[src/rtl/sad_acc.sv]
// Sum-of-absolute-differences accumulator: folds LEN operand pairs into one result with a valid/ready handshake.
// Optional macro SAD_SAT_EN: clamp the accumulator on carry-out instead of wrapping.
module sad_acc #(
    parameter int WIDTH = 4,
    parameter int LEN   = 4,
    parameter int ACC_W = 8
) (
    input  logic               clk,
    input  logic               rst_n,
    input  logic               clr,
    input  logic               in_valid,
    output logic               in_ready,
    input  logic [WIDTH-1:0]   a,
    input  logic [WIDTH-1:0]   b,
    output logic               out_valid,
    input  logic               out_ready,
    output logic [ACC_W-1:0]   sad,
    output logic               ovf
);

    localparam int CNT_W = (LEN > 1) ? $clog2(LEN) : 1;
    localparam logic [CNT_W-1:0] LAST = CNT_W'(LEN - 1);

    typedef enum logic [1:0] {IDLE, ACCUM, DONE} state_t;

    state_t           state_q, state_d;
    logic [ACC_W-1:0] acc_q, acc_d;
    logic [CNT_W-1:0] cnt_q, cnt_d;
    logic             ovf_q, ovf_d;

    logic [WIDTH-1:0] diff;
    logic [ACC_W:0]   sum;
    logic             accept;

    assign accept = in_valid && in_ready;
    assign diff   = (a >= b) ? (a - b) : (b - a);
    // One extra bit catches the carry-out that drives ovf.
    assign sum    = {1'b0, acc_q} + (ACC_W+1)'(diff);

    always_comb begin
        state_d = state_q;
        acc_d   = acc_q;
        cnt_d   = cnt_q;
        ovf_d   = ovf_q;
        if (clr) begin
            state_d = IDLE;
            acc_d   = '0;
            cnt_d   = '0;
            ovf_d   = 1'b0;
        end else begin
            case (state_q)
                IDLE, ACCUM: begin
                    if (accept) begin
`ifdef SAD_SAT_EN
                        if (sum[ACC_W] || ovf_q) acc_d = '1;
                        else                     acc_d = sum[ACC_W-1:0];
`else
                        acc_d = sum[ACC_W-1:0];
`endif
                        if (sum[ACC_W]) ovf_d = 1'b1;
                        if (cnt_q == LAST) begin
                            state_d = DONE;
                            cnt_d   = '0;
                        end else begin
                            state_d = ACCUM;
                            cnt_d   = cnt_q + 1'b1;
                        end
                    end
                end
                DONE: begin
                    if (out_ready) begin
                        state_d = IDLE;
                        acc_d   = '0;
                        cnt_d   = '0;
                        ovf_d   = 1'b0;
                    end
                end
                default: begin
                    state_d = IDLE;
                    acc_d   = '0;
                    cnt_d   = '0;
                    ovf_d   = 1'b0;
                end
            endcase
        end
    end

    always_ff @(posedge clk or negedge rst_n) begin
        if (!rst_n) begin
            state_q <= IDLE;
            acc_q   <= '0;
            cnt_q   <= '0;
            ovf_q   <= 1'b0;
        end else begin
            state_q <= state_d;
            acc_q   <= acc_d;
            cnt_q   <= cnt_d;
            ovf_q   <= ovf_d;
        end
    end

    // The accumulator doubles as the result register; it is frozen while in DONE.
    assign in_ready  = (state_q != DONE);
    assign out_valid = (state_q == DONE);
    assign sad       = acc_q;
    assign ovf       = ovf_q;

endmodule

[config.mk]
export PLATFORM = sky130hd
export DESIGN_NAME = sad_acc
export DESIGN_NICKNAME = d
export VERILOG_FILES = /design/src/rtl/sad_acc.sv
export SDC_FILE = /design/constraint.sdc
export NUM_CORES = 1
export LEC_CHECK = 0
export CORE_MARGIN = 1
export CORE_UTILIZATION = 54
export DETAILED_ROUTE_END_ITERATION = 10
export MAX_ROUTING_LAYER = met4
export PLACE_DENSITY = 0.85
export SYNTH_ARGS = -nofsm -noshare
export SYNTH_HDL_FRONTEND = slang
export SYNTH_SLANG_ARGS = --single-unit
[constraint.sdc]
create_clock -name clk -period 3.95 [get_ports clk]
set_input_delay 0.9875 -clock clk [delete_from_list [all_inputs] [get_ports clk]]
set_output_delay 0.9875 -clock clk [all_outputs]
set_load 0.02 [all_outputs]
; ---- Word-level counts from Yosys, hierarchy flattened
; Index checks and enable logic that the tools add are counted.
[op_classes]
add_sub_neg = 4
mul = 0
div = 0
n_lt_le_gt_ge = 1
n_eq_ne = 7
shifts = 0
n_mux = 19
bitwise_logic = 0
n_reduce_logical = 5
[op_table]
columns = operator, n
row1 = $mux 8, 3
row2 = $pmux 8 s2, 1
row3 = $mux 2, 7
row4 = $add 8x4->9, 1
row5 = $pmux 2 s2, 2
row6 = $sub 4x4->4, 2
row7 = $ne 3x3->1 const B, 2
row8 = $eq 2x2->1 const B, 2
row9 = $ge 4x4->1, 1
row10 = $mux 1, 4
row11 = $mux 4, 1
row12 = $ne 3x2->1 const B, 1
row13 = $reduce_and 3->1, 1
row14 = $add 2x1->2 const B, 1
row15 = $eq 2x1->1 const B, 1
row16 = $logic_not 2->1, 1
row17 = $ne 2x2->1 const B, 1
row18 = $pmux 1 s2, 1
row19 = $reduce_and 2->1, 1
row20 = $reduce_or 2->1, 1
row21 = $logic_and 1x1->1, 1
[word_totals]
reg_bits = 13
latch_bits = 0
ramBits = 0
mem_bits_ro = 0
in_bits = 13
out_inout_bits = 11
n_memories = 0

; ---- Depth between registers and ports, before layout
; Gate-level depths: netlist (run 1).
[logic_depth]
depth_word = 7
ltp_mapped = 13
mapped_depth_nobuf = 13

; ---- Worst setup path before layout (run 1)
; No wires, ideal clock.
[synth_path]
path_kind = input port to flip-flop
startpoint = input port a[0]
endpoint = register ovf_q (netlist: ovf)
setup_time_ns = 0.065
arrival_time_ns = 3.290
required_time_ns = 3.885
setup_slack_ns = 0.595
stages = 13
n_path_buf = 0
cell_sequence = inv_1 -> ha_1 -> inv_1 -> fa_1 -> a21oi_1 -> o21ai_0 -> mux2_2 -> inv_1 -> fa_1 -> nor2b_1 -> o21ai_1 -> a2111oi_1 -> o21a_1
[synth_via]
elab_chain_len = 5
elab_cells_between_ends = 7
[synth_lines]
columns = element, line_no
row1 = from (decl), 13  ; input logic [WIDTH-1:0] a,
row2 = $sub 4x4->4 or $ge 4x4->1 (tied branches), 36  ; assign diff = (a >= b) ? (a - b) : (b - a);
row3 = $mux 4 (*), 36
row4 = $add 8x4->9 (*), 38  ; assign sum = {1'b0, acc_q} + (ACC_W+1)'(diff);
row5 = $ne 3x3->1 (no source line) (*), -
row6 = $reduce_and 3->1 (no source line) (*), -
row7 = to (signal assigned), 98  ; ovf_q <= ovf_d;
row8 = to (decl), 29  ; logic ovf_q, ovf_d;
; Every way passes the cells marked *; elsewhere a longest branch is shown, timed or not.
; A chain may end at the register's enable or synchronous reset.

; ---- Final worst setup path (run 1)
[layout_path]
startpoint = input port b[0]
endpoint = register ovf_q (netlist: ovf)
[layout_via]
elab_chain_len = 5
elab_cells_between_ends = 7
[layout_lines]
columns = element, line_no
row1 = from (decl), 14  ; input logic [WIDTH-1:0] b,
row2 = $sub 4x4->4 or $ge 4x4->1 (tied branches), 36
row3 = $mux 4 (*), 36
row4 = $add 8x4->9 (*), 38
row5 = $ne 3x3->1 (no source line) (*), -
row6 = $reduce_and 3->1 (no source line) (*), -
; Marked as above.

==> impl_metrics.yaml, run 1 <==
status:
  outcome: "completed"
clock_tree:
  postCtsSetupBuffers: 0
  cts_tree: "built"
  numCtsBuffers: 3
  clockBufferDepth: 2
  cts.sinks: 13
  htreeDepth: 1
  hold_buffers: 0
  ctsResizeCount: 0
  clk_pin_slew_ps: 90
  clk_latency_ps: 290
  root_buffer: "clkbuf_4"
yosys:
  synth-edff-count: 0
  ys_warn_count: 0
  synthArstFlopShare_pct: 100
  ys_ff_latch: 13
  yosys.cell_count.top_type: "inv_1"
  ys_top_cells_by_count: "inv_1, dfrtp_1, nand2_1"
  yosys.area.top_type_share_pct: 28.8
  yosysTopAreaCell: "dfrtp_1"
  synthCells: 122
  syn_avg_cell_area_um2: 9.25
  synth_area_mm2: 0.00113
  synth_ff_type: "dfrtp_1"
  ys_top_cells_by_area: "dfrtp_1, ha_1, inv_1"
  syn-num-nets: 150
  synth_seq_area_share_pct: 28.8
  synth_cell_types: 37
sta:
  drv_slew: 0
  finalCritPeriodShare_pct: 93.5
  fin_hold_ws_ps: 512
  fmax_mhz: 271
  setup_violations: 0
  post-route-min-period_ps: 3690
  slew_headroom_pct: 61.3
  finClkSkew_ps: 7.05
  finalSetupTns_ps: 0
  grt_setup_unrepaired: "no"
  tightest_slew_ps: 578
  hold_violations: 0
setup_path:
  reg2reg_from: "sad[0]$_DFFE_PN0P_"
  arrival_ps: 3920
  worst_r2r_path_depth: 7
  critical_path_class: "in2reg"
  critPathLaunchType: "input port"
  reg2reg_to: "ovf$_DFFE_PN0P_"
  r2r_setup_slack_ps: 2020
  path_max_fanout: 3
  crit_required_ps: 4180
  worstSetupEndpointType: "flop"
final_layout:
  nets: 177
  multi_input_area_um2: 732
  drive_gt1_share_pct: 10.1
  n_antenna_cell: 0
  fillCellCount: 173
  design_area_mm2: 0.00142
  regArea_um2: 325
  synthToLayoutAreaGrowth_pct: 25.8
  post-route-util_pct: 72.4
hold_path:
  hp-start: "cnt_q[0]$_DFFE_PN0P_"
  hold_path_depth: 1
  hold_path.class: "reg2reg"
  worst_hold_path.endpoint: "cnt_q[0]$_DFFE_PN0P_"
drt:
  ant_nets: 0
  via_per_inst: 5.62
  routedWlPerCell_um: 13.7
  drt_iter0_drc: 18
  drt-total-wl_um: 2400
  num_vias: 984
  drc: 0
  drt_first_pass_iters: 4
power:
  vdd_drop_max_mv: 0.258
  p_leak_nw: 0.655
  powerDensity_mw_per_mm2: 289
floorplanning:
  ioPinCount: 24
  die_x_um: 47.7
  fp.coreArea_mm2: 0.00196
  initial_core_util_pct: 57.5
  dieArea_mm2: 0.00228
  num_rows: 16
  die_h_um: 47.7
place:
  dpl_cell_area_mm2: 0.00139
  dp_hpwl_um: 1970
  gp_congestion: 0.873
  place.port_buffers: 23
grt:
  grt_max_degree: 14
  grt_pass1_wl_um: 3820
  grtUsageTotal_pct: 25.2
  grt_pass1_vias: 902
  antenna_found_initial: 0
  grt_overflow: 0
run:
  drv_cap: 0
==> how the worst max path moves through the flow <==
stage,start,to,slack [ps],cells after the start
after floorplan,a[0],ovf$_DFFE_PN0P_,600,13
after global placement,b[0],ovf$_DFFE_PN0P_,70,13
after detailed placement,b[0],ovf$_DFFE_PN0P_,-120,13
after CTS,b[0],ovf$_DFFE_PN0P_,190,13
after global routing,a[0],ovf$_DFFE_PN0P_,60,14
final,b[0],ovf$_DFFE_PN0P_,260,13
==> state kept, by name, summed over array words and instances (netlist names) <==
| name | cells |
|---|---|
| ovf | 1 |
| cnt_q | 2 |
| state_q | 2 |
| sad | 8 |
==> cell type report <==
type,instances,share of cell area (%)
clock inverters,1,0.352
flip-flops and latches,13,22.9
multi-input cells,90,51.5
repair buffers,24,16.7
inverters,17,4.49
well taps,27,2.38
clock buffers,3,1.59
==> placed cells by master, fill, tap and decap left out, types with 3 or more instances in the layout <==
| master | Yosys | final |
|---|---|---|
| a21oi_1 | 5 | 4 |
| clkbuf_4 | 0 | 3 |
| clkdlybuf4s50_1 | 0 | 23 |
| dfrtp_1 | 13 | 13 |
| fa_1 | 3 | 3 |
| ha_1 | 12 | 12 |
| inv_1 | 17 | 17 |
| mux2i_1 | 6 | 6 |
| nand2_1 | 13 | 13 |
| nor2_1 | 4 | 4 |
| nor2b_1 | 3 | 3 |
| o21a_1 | 3 | 3 |
| o21ai_0 | 5 | 5 |
| o31ai_1 | 4 | 4 |
| or3_1 | 4 | 4 |
==> kinds of logic (layout without fill, tap and decap cells) <==
kind of cell               count (synthesis)  count (layout)  synth area share (%)
buffers and inverters                     19              45                  6.65
DFF                                       13              13                  28.8
and+or+nand+nor                           32              32                  14.5
AOI/OAI and AO/OA                         34              34                  23.3
adders and majority gates                 15              15                  18.6
muxes                                      8               8                  7.32
xor gates and xnor gates                   1               1                 0.776
==> stage by stage <==
step,std cells,setup slack [ps],power (mW)
global placement,171,67.4,0.318
detailed placement,171,-122,0.325
floorplan,122,595,0.265
CTS,175,187,0.412
finish,175,258,0.410
global route,175,55.3,0.439
==> routing by layer <==
metal | global-route usage, % | share of wire, % | up-vias | wire, um
li1 | - | - | 492 | -
met1 | 29.2 | 44 | 462 | 1060
met2 | 43.0 | 51 | 25 | 1230
met3 | 4.15 | 3.4 | 5 | 82
met4 | 10.6 | 1.2 | 0 | 30
met5 | - | 0 | - | 0
==> critical path: stages <==
cell             delay, ps
clkdlybuf4s50_1        490
ha_1                   170
inv_1                   60
fa_1                   410
a21oi_2                170
o21ai_0                100
mux2_2                 260
inv_1                   50
fa_1                   420
nor2b_1                130
o21ai_1                110
a2111oi_1              410
o21a_1                 160
==> power by group <==
| part | switching (mW) | leakage [nW] | internal, mW |
|---|---|---|---|
| Clock | 0.0483 | 0.0177 | 0.0377 |
| Combinational | 0.0873 | 0.461 | 0.0795 |
| Sequential | 0.0127 | 0.176 | 0.145 |
(Power assumes the default switching activity.)
==> inputs of run 2 (changes only) <==
HOLD_SLACK_MARGIN = 0.02   (was not set)
==> results of run 2 <==
Same layout as run 1: the final DEF is identical, and so are final timing and power.
==> inputs of run 3 (changes only) <==
CTS_CLUSTER_DIAMETER = 150   (was not set)
==> results of run 3 <==
Same layout as run 1: the final DEF is identical, and so are final timing and power.
